### src/rtl/irq_pkg.sv
// Shared constants, FSM state type and the priority-encode helper for the
// eight-input interrupt priority encoder.
package irq_pkg;

    localparam int N_REQ = 8;
    localparam int VEC_W = 3;

    typedef enum logic {
        IDLE    = 1'b0,
        PRESENT = 1'b1
    } state_t;

    // Highest set index of an eight-bit vector (bit 7 wins). Returns 0 for an
    // all-zero input; callers only use the result when the input is non-zero.
    function automatic logic [VEC_W-1:0] prio_enc8(input logic [N_REQ-1:0] v);
        logic [VEC_W-1:0] idx;
        idx = '0;
        for (int i = 0; i < N_REQ; i++) begin
            if (v[i]) begin
                idx = VEC_W'(i);
            end
        end
        return idx;
    endfunction

endpackage

### src/rtl/irq_sync_edge.sv
// Single-bit synchronizer for an active-low asynchronous request line,
// followed by one extra flop that turns a high-to-low transition into a
// one-cycle pulse.
module irq_sync_edge #(
    parameter int SYNC_STAGES = 2
) (
    input  logic clk,
    input  logic rst_n,
    input  logic d_n,
    output logic fall
);

    logic [SYNC_STAGES-1:0] sync_q;
    logic                   prev_q;

    // Synchronizer chain plus the previous-sample flop used for edge detection.
    // NOTE: these flops reset to 1 (inactive) so that a line already held low
    // at reset release shows up as a genuine falling edge.
    always_ff @(posedge clk or negedge rst_n) begin
        if (!rst_n) begin
            sync_q <= '1;
            prev_q <= 1'b1;
        end else begin
            // NOTE: non-blocking assignments let every stage sample the old
            // value of its neighbour, giving a true shift chain.
            sync_q[0] <= d_n;
            for (int i = 1; i < SYNC_STAGES; i++) begin
                sync_q[i] <= sync_q[i-1];
            end
            prev_q <= sync_q[SYNC_STAGES-1];
        end
    end

    // Previous sample high and current synchronized sample low.
    assign fall = prev_q & ~sync_q[SYNC_STAGES-1];

endmodule

### src/rtl/irq_prio_encoder8.sv
// Eight-input interrupt priority encoder: latches falling edges on req_n as
// pending requests and presents the highest-priority unmasked one as a 3-bit
// vector, held until the CPU acknowledges it.
module irq_prio_encoder8
    import irq_pkg::*;
#(
    parameter int SYNC_STAGES = 2
) (
    input  logic             clk,
    input  logic             rst_n,
    input  logic [N_REQ-1:0] req_n,
    input  logic             ei_n,
    input  logic [N_REQ-1:0] mask,
    input  logic             ack,
    output logic             irq,
    output logic [VEC_W-1:0] vec,
    output logic [N_REQ-1:0] pend
);

    state_t             state_q, state_d;
    logic               irq_q, irq_d;
    logic [VEC_W-1:0]   vec_q, vec_d;
    logic [N_REQ-1:0]   pend_q, pend_d;
    logic [N_REQ-1:0]   fall;
    logic [N_REQ-1:0]   cand;
    logic [N_REQ-1:0]   clr;

    // One synchronizer and edge detector per request line.
    for (genvar g = 0; g < N_REQ; g++) begin : g_line
        irq_sync_edge #(
            .SYNC_STAGES(SYNC_STAGES)
        ) u_sync_edge (
            .clk   (clk),
            .rst_n (rst_n),
            .d_n   (req_n[g]),
            .fall  (fall[g])
        );
    end

    assign cand = pend_q & ~mask;

    // Next-state, presentation and pending-register update logic.
    always_comb begin
        // NOTE: every signal gets a default first so no path leaves it
        // unassigned, which would otherwise infer a latch.
        state_d = state_q;
        irq_d   = irq_q;
        vec_d   = vec_q;
        clr     = '0;
        unique case (state_q)
            IDLE: begin
                if (!ei_n && (cand != '0)) begin
                    state_d = PRESENT;
                    irq_d   = 1'b1;
                    vec_d   = prio_enc8(cand);
                end
            end
            PRESENT: begin
                // Vector is frozen here; only the acknowledge moves us on.
                if (ack) begin
                    clr[vec_q] = 1'b1;
                    state_d    = IDLE;
                    irq_d      = 1'b0;
                end
            end
            default: begin
                state_d = IDLE;
                irq_d   = 1'b0;
            end
        endcase
        // A new edge in the same cycle as the clear keeps the bit set.
        pend_d = (pend_q & ~clr) | fall;
    end

    // State, presentation and pending registers.
    always_ff @(posedge clk or negedge rst_n) begin
        if (!rst_n) begin
            state_q <= IDLE;
            irq_q   <= 1'b0;
            vec_q   <= '0;
            pend_q  <= '0;
        end else begin
            state_q <= state_d;
            irq_q   <= irq_d;
            vec_q   <= vec_d;
            pend_q  <= pend_d;
        end
    end

    assign irq  = irq_q;
    assign vec  = vec_q;
    assign pend = pend_q;

endmodule

### config.mk
export PLATFORM = sky130hd
export DESIGN_NAME = irq_prio_encoder8
export DESIGN_NICKNAME = d
export VERILOG_FILES = /design/src/rtl/irq_pkg.sv /design/src/rtl/irq_sync_edge.sv /design/src/rtl/irq_prio_encoder8.sv
export SDC_FILE = /design/constraint.sdc
export NUM_CORES = 1
export LEC_CHECK = 0
export ABC_CLOCK_PERIOD_IN_PS = 3130
export BUFFER_PORTS_ARGS = -buffer_cell sky130_fd_sc_hd__buf_2
export CORE_UTILIZATION = 35
export DETAILED_ROUTE_END_ITERATION = 16
export SLEW_MARGIN = 20
export SYNTH_ARGS = -nofsm -noshare
export SYNTH_HDL_FRONTEND = slang
export SYNTH_SLANG_ARGS = --single-unit
export TNS_END_PERCENT = 20
### constraint.sdc
create_clock -name clk -period 3.13 [get_ports clk]
set_clock_uncertainty 0.15 [all_clocks]
set_input_delay 0 -clock clk [delete_from_list [all_inputs] [get_ports clk]]
set_output_delay 0 -clock clk [all_outputs]
set_load 0.1 [all_outputs]
== Yosys cells after proc, flatten, opt, wreduce, memory -nomap -nowiden ==
Cells that the tools add are included.
Widths: inputs -> output; s select.

* Flip-flop bits (word level): 37
* Word-level logic and storage cells: 69

* $lt $le $gt $ge: 2
* Equality and inequality tests: 2
* Muxes and demuxes: 17
* Bitwise operators: 22
* Reduce and logical (&&, ||, !) cells: 6

{| class="wikitable"
|+ Operators with widths
! cell !! count
|-
| $mux 3 || 6
|-
| $and 8x8->8 || 2
|-
| $mux 8 || 2
|-
| $not 8->8 || 2
|-
| $not 1->1 || 9
|-
| $and 1x1->1 || 8
|-
| $or 8x8->8 || 1
|-
| $reduce_bool 8->1 || 1
|-
| $mux 1 || 6
|-
| $lt 3x4->1 const B || 1
|-
| $ne 2x2->1 const B || 2
|-
| $pmux 1 s2 || 2
|-
| $reduce_and 2->1 || 2
|-
| $demux 1 s3 || 1
|-
| $ge 3x1->1 const B || 1
|-
| $logic_and 1x1->1 || 2
|-
| $logic_not 1->1 || 1
|}

== Depth between registers and ports, before layout ==
Gate-level depths: netlist of run 1.

* Word-level depth: 9
* Mapped depth: 4
* Depth with buffers taken out: 4

== By module ==
Synthesis of run 1 repeated with hierarchy kept, for this count alone.

* Cell total of the unflattened synthesis: 93
* Area total of the unflattened synthesis: 1431.4 µm²

{| class="wikitable"
|+ By module, submodules not included
! module !! times used !! cells an instance !! area each (µm²) !! sequential area each (µm²)
|-
| irq_sync_edge || 8 || 4 || 92.6 || 78.8
|-
| irq_prio_encoder8 || 1 || 61 || 690.7 || 325.3
|}

== Worst setup path before layout of run 1 ==
OpenSTA, ideal clock, no wires.

* Path type: reg-to-reg
* Start: register pend_q[1], in the netlist pend[1]
* End: register vec_q[1], in the netlist vec[1]
* Library setup time: 0.126 ns
* Arrival: 2.015 ns
* Path slack: 0.839 ns
* Cell stages (with the launch flop): 5
* Path buffers: 0
* Cell sequence: dfrtp_1 nor2b_4 a21oi_2 a311o_4 mux2_4

* Longest elaborated chain between the ends: 4

{| class="wikitable"
|+ Ends and longest elaborated chain
! what !! RTL line !! RTL
|-
| from (decl) || irq_prio_encoder8.sv:23 || <nowiki>logic [N_REQ-1:0] pend_q, pend_d;</nowiki>
|-
| from (signal assigned) || irq_prio_encoder8.sv:86 || <nowiki>pend_q <= pend_d;</nowiki>
|-
| $and 8x8->8 || irq_prio_encoder8.sv:40 || <nowiki>assign cand = pend_q & ~mask;</nowiki>
|-
| $reduce_bool 8->1 || irq_prio_encoder8.sv:52 || <nowiki>if (!ei_n && (cand != '0)) begin</nowiki>
|-
| $logic_and 1x1->1 || irq_prio_encoder8.sv:52 ||
|-
| $reduce_and 2->1 (no source line) || - ||
|-
| to (signal assigned) || irq_prio_encoder8.sv:85 || <nowiki>vec_q <= vec_d;</nowiki>
|-
| to (decl) || irq_prio_encoder8.sv:22 || <nowiki>logic [VEC_W-1:0] vec_q, vec_d;</nowiki>
|}

Every way passes these cells.
A chain may end at the register's enable or synchronous reset.

== Final worst setup path of run 1 ==
* Start: register pend_q[5], in the netlist pend[5]
* End: register state_q

* Longest elaborated chain between the ends: 5

{| class="wikitable"
|+ Ends and longest elaborated chain
! what !! RTL line !! RTL
|-
| $and 8x8->8 || irq_prio_encoder8.sv:40 ||
|-
| $reduce_bool 8->1 || irq_prio_encoder8.sv:52 ||
|-
| $logic_and 1x1->1 || irq_prio_encoder8.sv:52 ||
|-
| $mux 1 || irq_prio_encoder8.sv:52 ||
|-
| $pmux 1 s2 || irq_prio_encoder8.sv:50 || <nowiki>unique case (state_q)</nowiki>
|-
| net state_d || irq_prio_encoder8.sv:20 || <nowiki>state_t state_q, state_d;</nowiki>
|-
| to (signal assigned) || irq_prio_encoder8.sv:83 || <nowiki>state_q <= state_d;</nowiki>
|-
| to (decl) || irq_prio_encoder8.sv:20 ||
|}

The timed path passes the listed nets, and every way through them passes these cells.

==> out/results.ini, run 1 <==
[critical_path]
endpoint_kind = flop
slowest_stage = dlygate4sd3_1
r2r_start = pend[5]
worstSetupEndpoint = state_q
crit_chain = nor2b_4 > nor4_4 > a311o_4 > o21ai_1 > dlygate4sd3_1
critPathArrivalTime_ns = 2.03
critPathRequiredTime_ns = 3.15
path_class = flop to flop
cpPeakStageDelay_ns = 0.55
reg2reg_depth = 5
cp_max_fo = 5
cp-start-kind = flop
r2r_end = state_q
reg2reg_slack_ns = 1.12
cp-startpoint = pend[5]

[logic_synthesis]
syn_inst = 94
yosysMostFrequentCell = dfstp_2
mappedNetlistArea_um2 = 1340
syn_avg_cell_area_um2 = 14.2
synthFlopType = dfstp_2
ys_seq_area_frac = 0.716
yosysTopAreaCell = dfstp_2
yosysWarningCount = 0
synthArstFlopShare = 1.00
synth-edff-count = 0
synthTopCellsByArea = dfstp_2 (47%), dfrtp_1 (24%), o21ai_0 (4.5%), nor2b_4 (4.1%), inv_1 (3.4%)
synth_nets = 114
yosys.area.top_type_share = 0.472
yosysUniqueCellTypes = 20
synth_seq_cells = 37
synth_common_cells = dfstp_2 (24), dfrtp_1 (13), inv_1 (12), o21ai_0 (12), nand2_1 (5)

[sta]
rsz0062_at_grt = false
layout_min_cycle_time_ns = 2.01
setup_viol = 0
final-hold-violation-count = 0
setup-tns-final_ns = 0
timing.slew.headroom = 0.493
timing.final.crit_share = 0.643
timing.fmax_mhz = 497
worstMarginPinSlew_ns = 0.761
drv_slew = 0

[routing]
drcViolationCount = 0
vias = 852
drtPass1Iterations = 2
wl_per_cell_um = 12.4
drtIter0Drc = 14
routed_wl_um = 2390
ant_nets = 0
vias_per_cell = 4.41

[clock_tree]
cts_max_level = 2
cts.clk_slew.worst_paths_ns = 0.07
cts_tree = yes
clock_sinks = 37
cts_setup_buffers = 0
clock_latency_ns = 0.28
root_buffer = clkbuf_8
cts_buffer_depth = 2
numCtsBuffers = 5

[power]
power.share.clock = 0.276
p_per_area_nw_per_um2 = 789
p_leak_nw = 0.813
p_int_mw = 0.870
seqPwrFrac = 0.415
p_comb_frac = 0.309
p_sw_mw = 0.539
vdd_drop_max_mv = 0.346
swShare = 0.383

[die]
start_util = 0.365
die_w_um = 63.8
die-area_um2 = 4070
ioPinCount = 32
fp-row-count = 22
die_y_um = 63.8
core-area_um2 = 3660

[global_routing]
overflow = 0
met3_usage = 0.0518
grt_use_total = 0.135
grt_use_met1 = 0.145
grtUsageMet2 = 0.222
grt_antenna_before_repair = 0
top_usage_layer = met2
grt_pass1_wl_um = 3930
grt_max_degree = 38
grt_pass1_vias = 905

[worst_hold_path]
hp-class = input pin to flop

[cells_and_area]
synthToLayoutAreaGrowth_pct = 33.7
nNetsFinal = 164
fin_util = 0.488
drive_gt1_frac = 0.503
num_antenna_cells = 0

[flow_run]
cap_viol_max_count = 0

[run_status]
status = finished clean

[place]
post-dp-hpwl_um = 1670
gp_congestion = 0.759
numPortBuffers = 31

==> through the flow <==
step | power, mW | area [µm²] | worst slack, ns | hold WS (ns) | instances
floorplan | 0.926 | 1340 | 0.839 | -0.446 | 94
global placement | 1.01 | 1550 | 1.50 | -0.0453 | 173
detailed placement | 1.02 | 1550 | 1.44 | -0.0439 | 173
CTS | 1.43 | 1790 | 1.11 | 0.0607 | 193
global route | 1.48 | 1790 | 1.08 | 0.0849 | 193
finish | 1.41 | 1790 | 1.12 | 0.0601 | 193
==> cells in the final DEF (no fill, tap or decap), drive strengths merged <==
cell,Yosys,final
nand2b,3,3
clkbuf,0,7
o21ai,15,15
inv,12,12
or2,1,1
a21oi,4,4
nor2b,5,5
buf,0,31
dfstp,24,24
nor2,1,1
a311o,1,1
dlygate4sd3,0,12
dfrtp,13,13
nor4,1,1
nand3,1,1
mux2i,1,1
and2b,1,1
o31ai,4,4
mux2,2,2
nand2,5,5
clkinvlp,0,1
==> final cells by class <==
class                      instances  area [µm²]
clock inverter                     1        7.51
timing repair buffer              43         275
multi-input combinational         45         334
inverter                          12        45.0
tap                               48        60.1
sequential                        37         956
clock buffer                       7         108
fill                             328        1880
==> what timing repair did <==
item,CTS,global route
gates resized for setup,0,0
hold endpoints to repair,26,0
hold buffers,12,0
==> cells by family (layout without fill, tap and decap cells) <==
logic type,after synthesis,count (layout),share of synthesized area
AND/OR/NAND/NOR,18,18,0.109
flip-flops,37,37,0.716
AO/OA/AOI/OAI,24,24,0.112
buffers and inverters,12,63,0.0337
multiplexers,3,3,0.0300
==> power groups by stage <==
stage / registers, mW / logic, mW / clock network (mW)
final: 0.584 / 0.435 / 0.389
after floorplan: 0.828 / 0.0986 / 0
after detailed placement: 0.593 / 0.425 / 0
after CTS: 0.585 / 0.439 / 0.402
after global placement: 0.589 / 0.423 / 0
after global routing: 0.594 / 0.457 / 0.425
==> worst max-delay path: cells and delay by family, from the launching register on <==
kind | cells | cell delay [ns]
and+or+nand+nor | 2 | 0.44
DFF | 1 | 0.40
AOI/OAI and AO/OA | 2 | 0.35
buffers and inverters | 1 | 0.55
==> per-layer routing <==
layer	up-vias	wire length, µm
li1	412	-
met1	411	997
met5	-	0
met3	7	162
met4	0	59
met2	22	1170
==> sequential cells by signal (all words and copies together) (netlist names) <==
register,cells
state_q,1
vec,3
irq,1
g_line.u_sync_edge.sync_q,16
pend,8
g_line.u_sync_edge.prev_q,8
==> worst min-delay path by stage <==
stage,to,from,cells past startpoint,slack [ns]
floorplan,irq,rst_n,0,-0.45
global placement,pend[1],rst_n,1,-0.05
detailed placement,g_line[4].u_sync_edge.sync_q[0],req_n[4],1,-0.04
CTS,vec[2],mask[5],4,0.06
global route,vec[2],mask[6],4,0.08
finish,vec[2],mask[5],4,0.06
Power figures use the tool's default switching activity.
==> run 2: changes to the inputs <==
Settings changed: ABC_AREA set to 1, ABC_CLOCK_PERIOD_IN_PS 3130 to 1900.
Clock period 3.13 ns to 1.9 ns, I/O delays scaled along.
==> run 2 against run 1 <==
  * First-iteration DRC count rose to 3.1 times the previous value
  * Flip-flop and latch count unchanged
  * Utilization rose by 3.5 points
  * Wire length is 6.3% lower
  * Non-clock buffer count grew 5
  * Count of clock-buffer cells in the layout unchanged
  * Area after synthesis is 2.2% lower
==> out/results.ini, run 2 <==
[flow_run]
cap_viol_max_count = 0

[clock_tree]
clock_sinks = 37
cts_tree = yes
cts_max_level = 2
cts_resized = 0
cts_buffer_depth = 2
numCtsBuffers = 5
root_buffer = clkbuf_8
cts.clk_slew.worst_paths_ns = 0.07
clock_latency_ns = 0.28

[routing]
vias = 904
ant_nets = 0
drtPass1Iterations = 4
routed_wl_um = 2240
drcViolationCount = 0
vias_per_cell = 4.20
drtIter0Drc = 43
wl_per_cell_um = 10.4

[logic_synthesis]
synthArstFlopShare = 1.00
yosysMostFrequentCell = dfstp_2
yosysTopAreaCell = dfstp_2
mappedNetlistArea_um2 = 1310
synth-edff-count = 0
synth_seq_cells = 37
synthFlopType = dfstp_2
yosys.area.top_type_share = 0.483
synth_common_cells = dfstp_2 (24), nand2_1 (22), inv_1 (19)
ys_seq_area_frac = 0.732
yosysWarningCount = 0
syn_inst = 113
synth_nets = 133
syn_avg_cell_area_um2 = 11.6
synthTopCellsByArea = dfstp_2 (48%), dfrtp_1 (25%), nand2_1 (6.3%), inv_1 (5.5%), o21ai_0 (4.2%)
yosysUniqueCellTypes = 14

[worst_hold_path]
hp-class = input pin to flop

[critical_path]
critPathRequiredTime_ns = 1.92
path_class = flop to flop
crit_chain = nand2_2 > nand2_2 > nor3_2 > nand2_1 > nand2_2 > o21ai_0 > dlygate4sd3_1
critPathArrivalTime_ns = 1.82
cp_max_fo = 5
cp-start-kind = flop
critPathBufInv = 1
cpPeakStageDelay_ns = 0.56
endpoint_kind = flop
slowest_stage = dlygate4sd3_1
critPathTopFamily = buffers and inverters
crit_path_frequent_cell = nand2_2

[power]
vdd_drop_max_mv = 0.573
p_leak_nw = 0.854
p_per_area_nw_per_um2 = 1260

[cells_and_area]
mostFrequentLayoutCells = buf_2 (31), dfstp_2 (24), nand2_1 (22)
synthToLayoutAreaGrowth_pct = 37.8
top_register = g_line.u_sync_edge.sync_q
drive_gt1_frac = 0.444
fin_util = 0.523
num_antenna_cells = 0
final_common_cell = buf_2
nNetsFinal = 188
largest_register_ffs = 16

[place]
numPortBuffers = 31
post-dp-hpwl_um = 1520
gp_congestion = 0.865

[global_routing]
grt_pass1_vias = 852
grt_max_degree = 38
grt_use_total = 0.125
overflow = 0
grt_pass1_wl_um = 3730
grt_antenna_before_repair = 0

[sta]
timing.slew.headroom = 0.487
drv_slew = 0
final-hold-violation-count = 0
timing.fmax_mhz = 555
worstMarginPinSlew_ns = 0.769
setup-tns-final_ns = 0
rsz0062_at_grt = false
layout_min_cycle_time_ns = 1.80
timing.final.crit_share = 0.948
setup_viol = 0

[die]
start_util = 0.379
fp-row-count = 21
die-area_um2 = 3980
core-area_um2 = 3440
die_y_um = 63.1
die_w_um = 63.1
ioPinCount = 32

[run_status]
status = finished clean

[run 2: cell count changes in the layout (fill, tap and decap cells not counted), moves of 4 or more]
cell	delta
nor2b_4	-4
o31ai_1	-4
nand2_2	+7
o21ai_1	+5
nand2_1	+17
inv_1	+7
[run 2: layout make-up]
class,instances,area (µm²)
Clock buffer,7,86.3
Clock inverter,1,30.0
Fill cell,311,1640
Inverter,19,71.3
Multi-Input combinational cell,57,279
Sequential cell,37,956
Tap cell,46,57.6
Timing Repair Buffer,48,320
[run 2: cells by family (layout without fill, tap and decap cells)]
| logic type | count (synthesis) | in the layout | synth area share |
|---|---|---|---|
| compound gates | 21 | 21 | 0.0833 |
| buf+inv | 19 | 75 | 0.0546 |
| flops | 37 | 37 | 0.732 |
| simple gates | 36 | 36 | 0.130 |
[run 2: path summary, 6_finish.rpt]
kind                                                       from                         endpoint  slack, ns  cells past startpoint
max in group asynchronous                                 rst_n                          pend[1]       0.93                      2
worst max register to register                          pend[3]                          state_q        0.1                      7
worst min-delay path                                    mask[4]                           vec[1]       0.02                      5
worst max-delay path                                    pend[3]                          state_q        0.1                      7
worst min register to register  g_line[3].u_sync_edge.sync_q[0]  g_line[3].u_sync_edge.sync_q[1]       0.21                      0
min in group asynchronous                                 rst_n                          pend[7]       0.17                      2
[run 2: what timing repair did]
item                       4_1_cts  5_1_grt
buffers inserted                 0        2
setup endpoints to repair        0        1
hold buffers                    15        0
hold endpoints to repair        26        0
[run 2: where the power goes]
part | internal (mW) | leakage [nW] | switching, mW | total, mW
logic | 0.134 | 0.412 | 0.505 | 0.639
registers | 0.887 | 0.384 | 0.0597 | 0.946
clock network | 0.427 | 0.0585 | 0.252 | 0.679
[run 2: per-stage QoR]
stage          power (mW)  instance area (µm²)  std cells  worst slack [ns]  hold slack (ns)
3_3_place_gp         1.56                 1520        190             0.659          -0.0453
3_5_place_dp         1.56                 1520        190             0.613          -0.0439
2_1_floorplan        1.43                 1310        113             0.108           -0.446
5_1_grt              2.37                 1800        215            0.0110           0.0442
6_report             2.26                 1800        215            0.0981           0.0161
4_1_cts              2.29                 1790        213            0.0661          0.00218
[run 2: per-layer routing]
layer  GRT usage  routed length, µm
met5           0                  0
met3      0.0562                144
met2       0.187               1070
met4      0.0698                 44
met1       0.148                974
[run 2: worst reg2reg max path: cells and delay by family, from the launching register on]
family | cells | cell delay (ns)
buffers and inverters | 1 | 0.56
AOI/OAI and AO/OA | 1 | 0.10
and+or+nand+nor | 5 | 0.49
DFF | 1 | 0.40
==> run 3: changes to the inputs <==
Settings changed: ABC_AREA 1 to not set, MAX_ROUTING_LAYER set to met4.
==> run 3 against run 2 <==
  * First-iteration DRC count decreased by 33%
  * Die area increased by 2.1%
  * Cell area decreased by 1.2%
  * Flip-flop and latch count unchanged
  * Largest cell class unchanged
  * Clock power decreased by 23%
  * Fmax increased by 0.28%
  * Register-to-register slack about the same
  * Sequential share of layout area increased by 2.0 points
  * Critical path type unchanged
  * Count of clock-buffer cells in the layout decreased by 1
  * Combinational power increased by 12%
  * Wire length increased by 8.3%
  * Critical path depth decreased by 3
==> out/results.ini, run 3 (synthesized netlist as in run 1, its figures left out) <==
[clock_tree]
cts_setup_buffers = 0
cts_resized = 0
clock_sinks = 37
cts.clk_slew.worst_paths_ns = 0.07
hold_buffers = 11
root_buffer = clkbuf_8
cts_buffer_depth = 2
numCtsBuffers = 5
clock_latency_ns = 0.29
cts_tree = yes
cts_max_level = 2

[worst_hold_path]
min_delay_path_depth = 4
hold_start = mask[6]
holdPathEnd = vec[2]
hp-class = input pin to flop

[critical_path]
r2r_start = pend[5]
cp_max_fo = 5
endpoint_kind = flop
reg2reg_slack_ns = 0.10
r2r_end = vec[1]
critPathArrivalTime_ns = 1.82
cp-start-kind = flop
reg2reg_depth = 4
critPathRequiredTime_ns = 1.92
path_class = flop to flop

[sta]
layout_min_cycle_time_ns = 1.80
setup_viol = 0
timing.fmax_mhz = 557
worstMarginPinSlew_ns = 0.725
final-hold-violation-count = 0
timing.slew.headroom = 0.517
drv_slew = 0
timing.final.crit_share = 0.946
whs_ns = 0.0615
rsz0062_at_grt = false

[global_routing]
grt_pass1_wl_um = 3980
overflow = 0
grt_use_total = 0.143
grt_max_degree = 36
grt_antenna_before_repair = 0
grt_pass1_vias = 864

[routing]
ant_nets = 0
drtIter0Drc = 29
drtPass1Iterations = 4
wl_per_cell_um = 12.6
vias = 848
routed_wl_um = 2420
vias_per_cell = 4.39
drcViolationCount = 0

[cells_and_area]
top_register = g_line.u_sync_edge.sync_q
stdcell_count = 193
finalInstanceArea_um2 = 1780
nNetsFinal = 164
mostFrequentLayoutCells = buf_2 (31), dfstp_2 (24), inv_1 (12), o21ai_0 (12), dlygate4sd3_1 (11)
final_common_cell = buf_2
num_antenna_cells = 0
fin_util = 0.486
synthToLayoutAreaGrowth_pct = 33.3
largest_register_ffs = 16
drive_gt1_frac = 0.559

[power]
total_power_mw = 2.22
p_leak_nw = 0.799
p_per_area_nw_per_um2 = 1250
vdd_drop_max_mv = 0.636

[place]
post-dp-hpwl_um = 1730
gp_congestion = 0.794
dpl_cell_area_um2 = 1580
place_inst = 174
numPortBuffers = 31

[die]
die_w_um = 63.8
fp-row-count = 22
start_util = 0.365
ioPinCount = 32
core-area_um2 = 3660
die-area_um2 = 4070
die_y_um = 63.8

[flow_run]
cap_viol_max_count = 0

[run_status]
status = finished clean

run 3: cell types whose count changed in the layout (fill, tap and decap cells not counted), moves of 3 or more:
cell | previous run | this run
a21oi_1 | 0 | 3
nand2b_1 | 0 | 3
nand2_1 | 22 | 5
dlygate4sd3_1 | 15 | 11
nand2_2 | 7 | 0
dfrtp_1 | 13 | 5
o21ai_1 | 8 | 3
dfrtp_4 | 0 | 6
inv_1 | 19 | 12
nor2b_4 | 0 | 4
o31ai_1 | 0 | 4
run 3: worst max-delay path by stage:
stage                        from     end
after floorplan           pend[5]  vec[1]
after global placement    pend[5]  vec[1]
after detailed placement  pend[5]  vec[0]
after CTS                 pend[5]  vec[1]
after global routing      pend[5]  vec[0]
final                     pend[5]  vec[1]
run 3: final cells by class:
class                           count  area, µm²
Sequential cell                    37        981
Multi-Input combinational cell     45        334
Fill cell                         328       1880
Timing Repair Buffer               43        273
Inverter                           12       45.0
Tap cell                           48       60.1
Clock buffer                        6       72.6
Clock inverter                      2       13.8
run 3: stage by stage:
stage	setup WS (ns)	setup TNS (ns)
after floorplan	-0.00967	-0.0191
after global placement	0.176	0
after detailed placement	0.135	0
after CTS	0.0932	0
after global routing	0.0651	0
final	0.103	0
run 3: worst max-delay path, stage by stage, from the launching register on:
cell	delay [ns]
dfrtp_4	0.48
nor2b_4	0.15
nor4_4	0.32
a311o_4	0.29
mux2_4	0.30
run 3: routing by layer:
metal / GRT usage / share of wire / vias up / routed length (µm)
met2: 0.225 / 0.52 / 21 / 1250
li1: - / - / 411 / -
met4: 0.0767 / 0.019 / 0 / 46
met3: 0.0625 / 0.058 / 7 / 140
met5: - / 0 / - / 0
met1: 0.152 / 0.41 / 409 / 985
run 3: power by group:
part	switching (mW)	internal, mW
clock network	0.266	0.259
logic	0.554	0.165
registers	0.0687	0.909
